## src/rtl/key_debounce.sv

```systemverilog
// key_debounce: per-key 2-flop synchroniser plus debounce FSM producing level and press/release strobes.
// Optional auto-repeat strobes while a key is held are built when KEY_REPEAT_EN is defined.
//
// state | meaning
// IDLE  | key released and stable
// PDEB  | press seen, waiting for it to stay stable
// HELD  | key pressed and stable
// RDEB  | release seen, waiting for it to stay stable
module key_debounce #(
    parameter int N_KEYS        = 4,
    parameter int DEB_CYCLES    = 1_000_000,
    parameter int LONG_CYCLES   = 50_000_000,
    parameter int REPEAT_CYCLES = 10_000_000
) (
    input  logic              clk,
    input  logic              rst,
    input  logic [N_KEYS-1:0] key_n,
    output logic [N_KEYS-1:0] key_level,
    output logic [N_KEYS-1:0] key_press,
    output logic [N_KEYS-1:0] key_release,
    output logic [N_KEYS-1:0] key_repeat,
    output logic              key_any
);

    localparam int               CNT_W    = (DEB_CYCLES > 1) ? $clog2(DEB_CYCLES) : 1;
    localparam logic [CNT_W-1:0] CNT_LAST = CNT_W'(DEB_CYCLES - 1);

    typedef enum logic [1:0] {IDLE, PDEB, HELD, RDEB} state_t;

    // Synchroniser resets to "released" so reset exit never looks like a press.
    logic [N_KEYS-1:0] sync1, sync2, pressed;

    always_ff @(posedge clk or posedge rst) begin
        if (rst) begin
            sync1 <= '1;
            sync2 <= '1;
        end else begin
            sync1 <= key_n;
            sync2 <= sync1;
        end
    end

    assign pressed = ~sync2;
    assign key_any = |key_press;

`ifdef KEY_REPEAT_EN
    localparam int                HOLD_MAX  = (LONG_CYCLES > REPEAT_CYCLES) ? LONG_CYCLES : REPEAT_CYCLES;
    localparam int                HOLD_W    = (HOLD_MAX > 1) ? $clog2(HOLD_MAX) : 1;
    localparam logic [HOLD_W-1:0] LONG_LOAD = HOLD_W'(LONG_CYCLES - 1);
    localparam logic [HOLD_W-1:0] RPT_LOAD  = HOLD_W'(REPEAT_CYCLES - 1);
`else
    logic unused_cfg;
    assign unused_cfg = (LONG_CYCLES > REPEAT_CYCLES);
`endif

    for (genvar k = 0; k < N_KEYS; k++) begin : g_key
        state_t           state, state_nx;
        logic [CNT_W-1:0] cnt, cnt_nx;
        logic             level, level_nx;
        logic             press, press_nx;
        logic             rel, rel_nx;

        always_ff @(posedge clk or posedge rst) begin
            if (rst) begin
                state <= IDLE;
                cnt   <= '0;
                level <= 1'b0;
                press <= 1'b0;
                rel   <= 1'b0;
            end else begin
                state <= state_nx;
                cnt   <= cnt_nx;
                level <= level_nx;
                press <= press_nx;
                rel   <= rel_nx;
            end
        end

        always_comb begin
            state_nx = state;
            cnt_nx   = cnt;
            level_nx = level;
            press_nx = 1'b0;
            rel_nx   = 1'b0;
            case (state)
                IDLE: begin
                    if (pressed[k]) begin
                        state_nx = PDEB;
                        cnt_nx   = '0;
                    end
                end
                PDEB: begin
                    if (!pressed[k]) begin
                        state_nx = IDLE;
                        cnt_nx   = '0;
                    end else if (cnt == CNT_LAST) begin
                        state_nx = HELD;
                        cnt_nx   = '0;
                        press_nx = 1'b1;
                        level_nx = 1'b1;
                    end else begin
                        cnt_nx = cnt + CNT_W'(1);
                    end
                end
                HELD: begin
                    if (!pressed[k]) begin
                        state_nx = RDEB;
                        cnt_nx   = '0;
                    end
                end
                RDEB: begin
                    if (pressed[k]) begin
                        state_nx = HELD;
                        cnt_nx   = '0;
                    end else if (cnt == CNT_LAST) begin
                        state_nx = IDLE;
                        cnt_nx   = '0;
                        rel_nx   = 1'b1;
                        level_nx = 1'b0;
                    end else begin
                        cnt_nx = cnt + CNT_W'(1);
                    end
                end
                default: begin
                    state_nx = IDLE;
                    cnt_nx   = '0;
                end
            endcase
        end

        assign key_level[k]   = level;
        assign key_press[k]   = press;
        assign key_release[k] = rel;

`ifdef KEY_REPEAT_EN
        // Down-counter reloaded on every (re)entry to HELD; first period is the long one.
        logic [HOLD_W-1:0] hold;
        logic              rpt_phase;
        logic              rpt;

        always_ff @(posedge clk or posedge rst) begin
            if (rst) begin
                hold      <= LONG_LOAD;
                rpt_phase <= 1'b0;
                rpt       <= 1'b0;
            end else begin
                rpt <= 1'b0;
                if (state != HELD || state_nx != HELD) begin
                    hold      <= LONG_LOAD;
                    rpt_phase <= 1'b0;
                end else if (hold == '0) begin
                    rpt       <= 1'b1;
                    rpt_phase <= 1'b1;
                    hold      <= RPT_LOAD;
                end else begin
                    hold <= hold - HOLD_W'(1);
                end
            end
        end

        assign key_repeat[k] = rpt;
`else
        assign key_repeat[k] = 1'b0;
`endif
    end

endmodule

```

## config.mk

```make
export PLATFORM = sky130hd
export DESIGN_NAME = key_debounce
export DESIGN_NICKNAME = d
export VERILOG_FILES = /design/src/rtl/key_debounce.sv
export SDC_FILE = /design/constraint.sdc
export NUM_CORES = 1
export LEC_CHECK = 0
export ABC_AREA = 0
export CAP_MARGIN = 20
export CORE_ASPECT_RATIO = 1.2
export CORE_UTILIZATION = 66
export DETAILED_ROUTE_END_ITERATION = 10
export PLACE_DENSITY = 0.89
export REMOVE_ABC_BUFFERS = 1
export SLEW_MARGIN = 20
export SYNTH_ARGS = -nofsm -noshare
export SYNTH_HDL_FRONTEND = slang
export SYNTH_SLANG_ARGS = --single-unit
```

## constraint.sdc

```tcl
create_clock -name clk -period 5.7 [get_ports clk]
set_input_delay 1.425 -clock clk [delete_from_list [all_inputs] [get_ports clk]]
set_output_delay 1.425 -clock clk [all_outputs]
set_load 0.01 [all_outputs]
```

==> flow_summary.json, run 1 <==
{
  "cp_cell_sequence": "or4_1 > clkdlybuf4s50_1",
  "cts.clk_slew.worst_paths_ns": 0.11,
  "core_sq_mm": 0.00815,
  "drc": 0,
  "swShare_pct": 29.6,
  "synth_most_common_cell": "dfrtp_1",
  "ir_drop_v": 0.000191,
  "cts_buffers": 9,
  "power.leakage_nw": 2.47,
  "end_kind": "output pin",
  "diodes": 0,
  "period_share_pct": 56.2,
  "chipHeight_um": 103,
  "async_flop_share_pct": 100,
  "cts_sinks": 108,
  "grt_max_degree": 82,
  "htree_levels": 3,
  "p_per_area_mw_per_mm2": 259,
  "stdcell_count": 723,
  "grt_pass1_vias": 4419,
  "slowest_stage": "or4_1",
  "fp-row-count": 36,
  "synth_top_area_cell": "dfrtp_1",
  "grt_usage_pct": 28.7,
  "vias_per_cell": 6.41,
  "cp_slowest_stage_delay_ns": 0.52,
  "max_cap_violations": 0,
  "slew_headroom_pct": 42.6,
  "cp-start-kind": "flop",
  "yosysWarnings": 0,
  "worstHoldPathType": "flop to flop",
  "seqPwrFrac_pct": 54.5,
  "cp_max_fo": 2,
  "netSwitchingPower_mw": 0.455,
  "arrival_ns": 1.78,
  "yosysSeqAreaShare_pct": 48.5,
  "ys_ff_latch": 108,
  "hold_viol_final": 0,
  "layout-drive-gt1-share_pct": 7.39,
  "dp_cells": 707,
  "cts_tree": "done",
  "ff2ff_path_depth": 7,
  "min_period_ns": 3.20,
  "synth_edf_count": 0,
  "r2r_setup_slack_ns": 3.23,
  "max_freq_mhz": 312,
  "area_delta_synth_final_pct": 6.16,
  "start_util_pct": 68.6,
  "io_buffer_count": 18,
  "holdPathEnd": "sync2[1]",
  "final_max_slew_viol_count": 0,
  "critical_path_class": "flop to output pin",
  "required_ns": 4.28,
  "synth_commonest_cells": "dfrtp_1, nand2_1, o21ai_0, a31oi_1, nor2_1",
  "netlist_top_cells_area": "dfrtp_1, nand2_1, a31oi_1",
  "die_w_um": 86.0,
  "r2r-end": "g_key[0].cnt[16]",
  "p_int_mw": 1.08,
  "rsz0062_at_grt": "no",
  "fin_skew_ns": 0.0155,
  "final_area_sq_mm": 0.00593,
  "netlist_instances": 605,
  "p_clk_share_pct": 32.1,
  "reg2reg_from": "g_key[0].cnt[0]",
  "dieArea_sq_mm": 0.00884,
  "combPwrFrac_pct": 13.4,
  "setup_viol": 0,
  "drt_iter0_drc": 302,
  "wire_per_inst_um": 16.2,
  "path_buf_inv": 1,
  "grt-ovfl-total": 0,
  "yosys.cell_types.count": 57,
  "synthesis.area_sq_mm": 0.00559,
  "cts-root-buf": "clkbuf_8",
  "vias": 4634,
  "syn_avg_cell_area_sq_um": 9.24,
  "setup-tns-final_ns": 0,
  "cts_max_path_buffers": 2,
  "status": "finished, final reports clean",
  "wirelength_mm": 11.7,
  "io_pins": 23,
  "grt_pass1_wl_mm": 19.9,
  "critPathTopFamily": "simple AND/OR/NAND/NOR gates",
  "firstDrtPassIters": 7,
  "synth_top_area_share_pct": 44.8,
  "worstHoldStart": "sync1[1]",
  "whs_path_depth": 0,
  "ctsHoldBuffers": 0,
  "worst_pin_slew_ns": 0.858,
  "hpwl_mm": 7.96,
  "total_power_mw": 1.54,
  "synth_flop_cell": "dfrtp_1",
  "placed_area_sq_mm": 0.00572,
  "antenna_found_initial": 0,
  "gp_congestion": 0.899,
  "clock_latency_ns": 0.39,
  "cts_post_setup_buffers_inserted": 0,
  "nets": 614,
  "postCtsResizedCells": 0,
  "final_antenna_net_count": 0
}
layout by cell type, fill, tap and decap left out, types with 3 or more instances in the layout:
cell type	count
a31oi_1	39
a41oi_1	5
conb_1	4
dfstp_2	8
nand3_1	33
a21o_1	16
a21oi_1	35
o31ai_1	3
nor4_2	3
nor2_1	38
nor4_1	8
buf_4	4
clkdlybuf4s50_1	18
o21ai_0	42
or4_1	5
o21bai_1	3
and3_1	10
inv_1	18
nand4_1	17
nor3_1	24
clkbuf_8	10
xor2_1	4
a22o_1	16
nand2_1	68
ha_1	4
and2_1	5
inv_6	3
and4_1	6
or2_2	5
nand2b_1	8
xnor2_1	6
or3_1	6
dfrtp_1	100
final cells by class:
type	instances	area, sq um
clock inverters	6	68.8
multi-input cells	444	2580
repair buffers	22	210
well taps	114	143
clock buffers	10	138
flip-flops and latches	108	2710
inverters	19	76.3
fillers	592	2220
routing by layer:
layer,share of wire [%],track usage [%],wire (um)
met2,50,49.5,5870
met4,1.9,13.3,225
met1,43,35.4,5020
met5,0,0,0
met3,4.8,4.80,562
how the worst max path moves through the flow:
stage	from	endpoint	depth (start not counted)
after floorplan	rst	async pin	1
after global placement	rst	sync1[3]	3
after detailed placement	rst	sync2[3]	3
after CTS	g_key[1].press	key_any	2
after global routing	g_key[1].press	key_any	2
final	g_key[1].press	key_any	2
worst reg2reg max path, delay by kind of cell (launching register included):
family	cells	cell delay, ns
simple gates	2	0.50
fa+ha+maj	1	0.27
buf+inv	1	0.33
flops	1	0.44
compound gates	3	0.85
power by group through the flow:
stage,logic [mW],registers (mW),clock network [mW]
5_1_grt,0.233,0.844,0.528
6_report,0.205,0.837,0.493
4_1_cts,0.204,0.836,0.499
3_3_place_gp,0.191,0.847,0
3_5_place_dp,0.204,0.850,0
2_1_floorplan,0.147,0.841,0
through the flow:
step,hold WS (ns),setup slack [ns],utilization [%]
after floorplan,0.345,1.44,-
after global placement,0.346,2.65,70.2
after global routing,0.364,2.42,72.8
after CTS,0.362,2.48,72.7
after detailed placement,0.347,2.64,70.2
final,0.355,2.50,72.8
kinds of logic after synthesis:
logic type                 Yosys count  synth area share [%]
adders and majority gates            4                 0.895
buffers and inverters               56                  5.42
other                                1                0.0671
xor gates and xnor gates            10                  1.57
and+or+nand+nor                    251                  23.4
DFF                                108                  48.5
AOI/OAI and AO/OA                  175                  20.1
sequential cells by signal, indices dropped and copies added, names as in the netlist, named ones only:
signal       cells
g_key.level      4
sync1            4
g_key.rel        4
sync2            4
g_key.cnt       80
g_key.press      4
g_key.state      4
No activity file was read; power rests on OpenSTA's default activity.
==> inputs of run 2 (changes only) <==
Settings changed: CORE_UTILIZATION 66 to 61, PLACE_DENSITY 0.89 to 0.83.
Clock period 5.7 ns to 2.95 ns, I/O delays scaled along.
==> run 2 against run 1 <==
Net effect: non-clock buffer count rose by 2; first-iteration DRC count fell by 25%; final cell count rose by 0.69%; critical path type unchanged.
==> flow_summary.json, run 2 (same netlist as run 1, synthesis figures left out) <==
{
  "start_util_pct": 63.9,
  "layout-drive-gt1-share_pct": 7.53,
  "final_util_pct": 68.4,
  "grt-ovfl-total": 0,
  "cp_max_fo": 2,
  "grt_pass1_vias": 4190,
  "final_area_sq_mm": 0.00598,
  "required_ns": 2.21,
  "htree_levels": 3,
  "grt_pass1_wl_mm": 19.1,
  "vias_per_cell": 6.36,
  "worst_pin_slew_ns": 0.932,
  "largest_register": "g_key.cnt",
  "crit_start": "g_key[1].press",
  "cp-endpoint": "key_any",
  "period_share_pct": 85.8,
  "vias": 4632,
  "io_pins": 23,
  "hpwl_mm": 7.93,
  "drc": 0,
  "slew_headroom_pct": 37.8,
  "mostFrequentLayoutCell": "dfrtp_1",
  "wirelength_mm": 11.5,
  "io_buffer_count": 18,
  "clock_latency_ns": 0.38,
  "rsz0062_at_grt": "no",
  "r2r-end": "g_key[2].cnt[13]",
  "arrival_ns": 1.79,
  "gp_congestion": 0.824,
  "cts_tree": "done",
  "firstDrtPassIters": 5,
  "status": "finished, final reports clean",
  "cts_max_path_buffers": 2,
  "chipHeight_um": 107,
  "antenna_found_initial": 0,
  "fp-row-count": 37,
  "min_period_ns": 2.53,
  "r2r_setup_slack_ns": 0.46,
  "max_freq_mhz": 395,
  "fin_hold_ws_ns": 0.363,
  "p_per_area_mw_per_mm2": 503,
  "cts_buffers": 9,
  "cts-root-buf": "clkbuf_8",
  "area_delta_synth_final_pct": 7.05,
  "cts.clk_slew.worst_paths_ns": 0.09,
  "power.leakage_nw": 2.50,
  "placed_area_sq_mm": 0.00577,
  "fin_skew_ns": 0.00757,
  "critical_path_class": "flop to output pin",
  "wire_per_inst_um": 15.8,
  "drt_iter0_drc": 227,
  "ctsHoldBuffers": 0,
  "dieArea_sq_mm": 0.00955,
  "setup_viol": 0,
  "reg2reg_from": "sync2[2]",
  "max_cap_violations": 0,
  "grt_max_degree": 49,
  "die_w_um": 89.4,
  "postCtsResizedCells": 0,
  "setup-tns-final_ns": 0,
  "final_antenna_net_count": 0,
  "largest_register_ffs": 80,
  "worstHoldPathType": "flop to flop",
  "diodes": 0,
  "cts_sinks": 108,
  "hold_viol_final": 0,
  "core_sq_mm": 0.00875,
  "end_kind": "output pin",
  "grt_usage_pct": 25.7,
  "final_cell_mix": "dfrtp_1, nand2_1, o21ai_0",
  "cts_post_setup_buffers_inserted": 0,
  "final_max_slew_viol_count": 0,
  "cp-start-kind": "flop",
  "nets": 616,
  "ir_drop_v": 0.000294,
  "ff2ff_path_depth": 5
}
[run 2: cell types whose count changed in the layout (fill, tap and decap cells not counted)]
cell        delta
inv_6          -2
bufinv_16      +1
clkbuf_8       -1
inv_4          +1
clkinv_2       +1
buf_12         +2
clkinvlp_4     -1
clkbuf_1       +1
[run 2: final cells by class]
type / count / area (sq um)
Sequential cell: 108 / 2710
Clock buffer: 10 / 128
Inverter: 19 / 73.8
Fill cell: 642 / 2770
Tap cell: 117 / 146
Multi-Input combinational cell: 444 / 2580
Timing Repair Buffer: 24 / 250
Clock inverter: 6 / 87.6
[run 2: worst min-delay path by stage]
stage / depth (start not counted) / endpoint / slack (ns) / start
detailed placement: 0 / sync2[2] / 0.35 / sync1[2]
floorplan: 0 / sync2[0] / 0.35 / sync1[0]
finish: 0 / sync2[2] / 0.36 / sync1[2]
global placement: 0 / sync2[2] / 0.35 / sync1[2]
global route: 0 / sync2[2] / 0.37 / sync1[2]
CTS: 0 / sync2[2] / 0.36 / sync1[2]
[run 2: critical path, stage by stage, from the launching register on]
cell             delay [ns]
dfrtp_1                0.40
or4_1                  0.52
clkdlybuf4s50_1        0.49
[run 2: through the flow]
stage	worst slack (ns)	std cells	power, mW
global route	0.240	728	3.13
detailed placement	0.562	712	2.04
CTS	0.395	728	3.02
finish	0.418	728	3.01
global placement	0.663	712	2.02
floorplan	-0.620	571	1.91
[run 2: per-layer routing]
layer | up-vias | share of wire (%) | wire length [um] | track usage (%)
met5 | - | 0 | 0 | 0
met4 | 0 | 1.7 | 195 | 10.5
met3 | 20 | 4.5 | 517 | 3.77
met2 | 145 | 50 | 5760 | 42.6
met1 | 2251 | 44 | 5000 | 33.6
li1 | 2216 | - | - | -
[run 2: power breakdown]
part,switching (mW),internal (mW),leakage [nW]
Clock,0.513,0.480,0.111
Combinational,0.275,0.129,0.922
Sequential,0.0716,1.54,1.47
Total,0.859,2.15,2.50
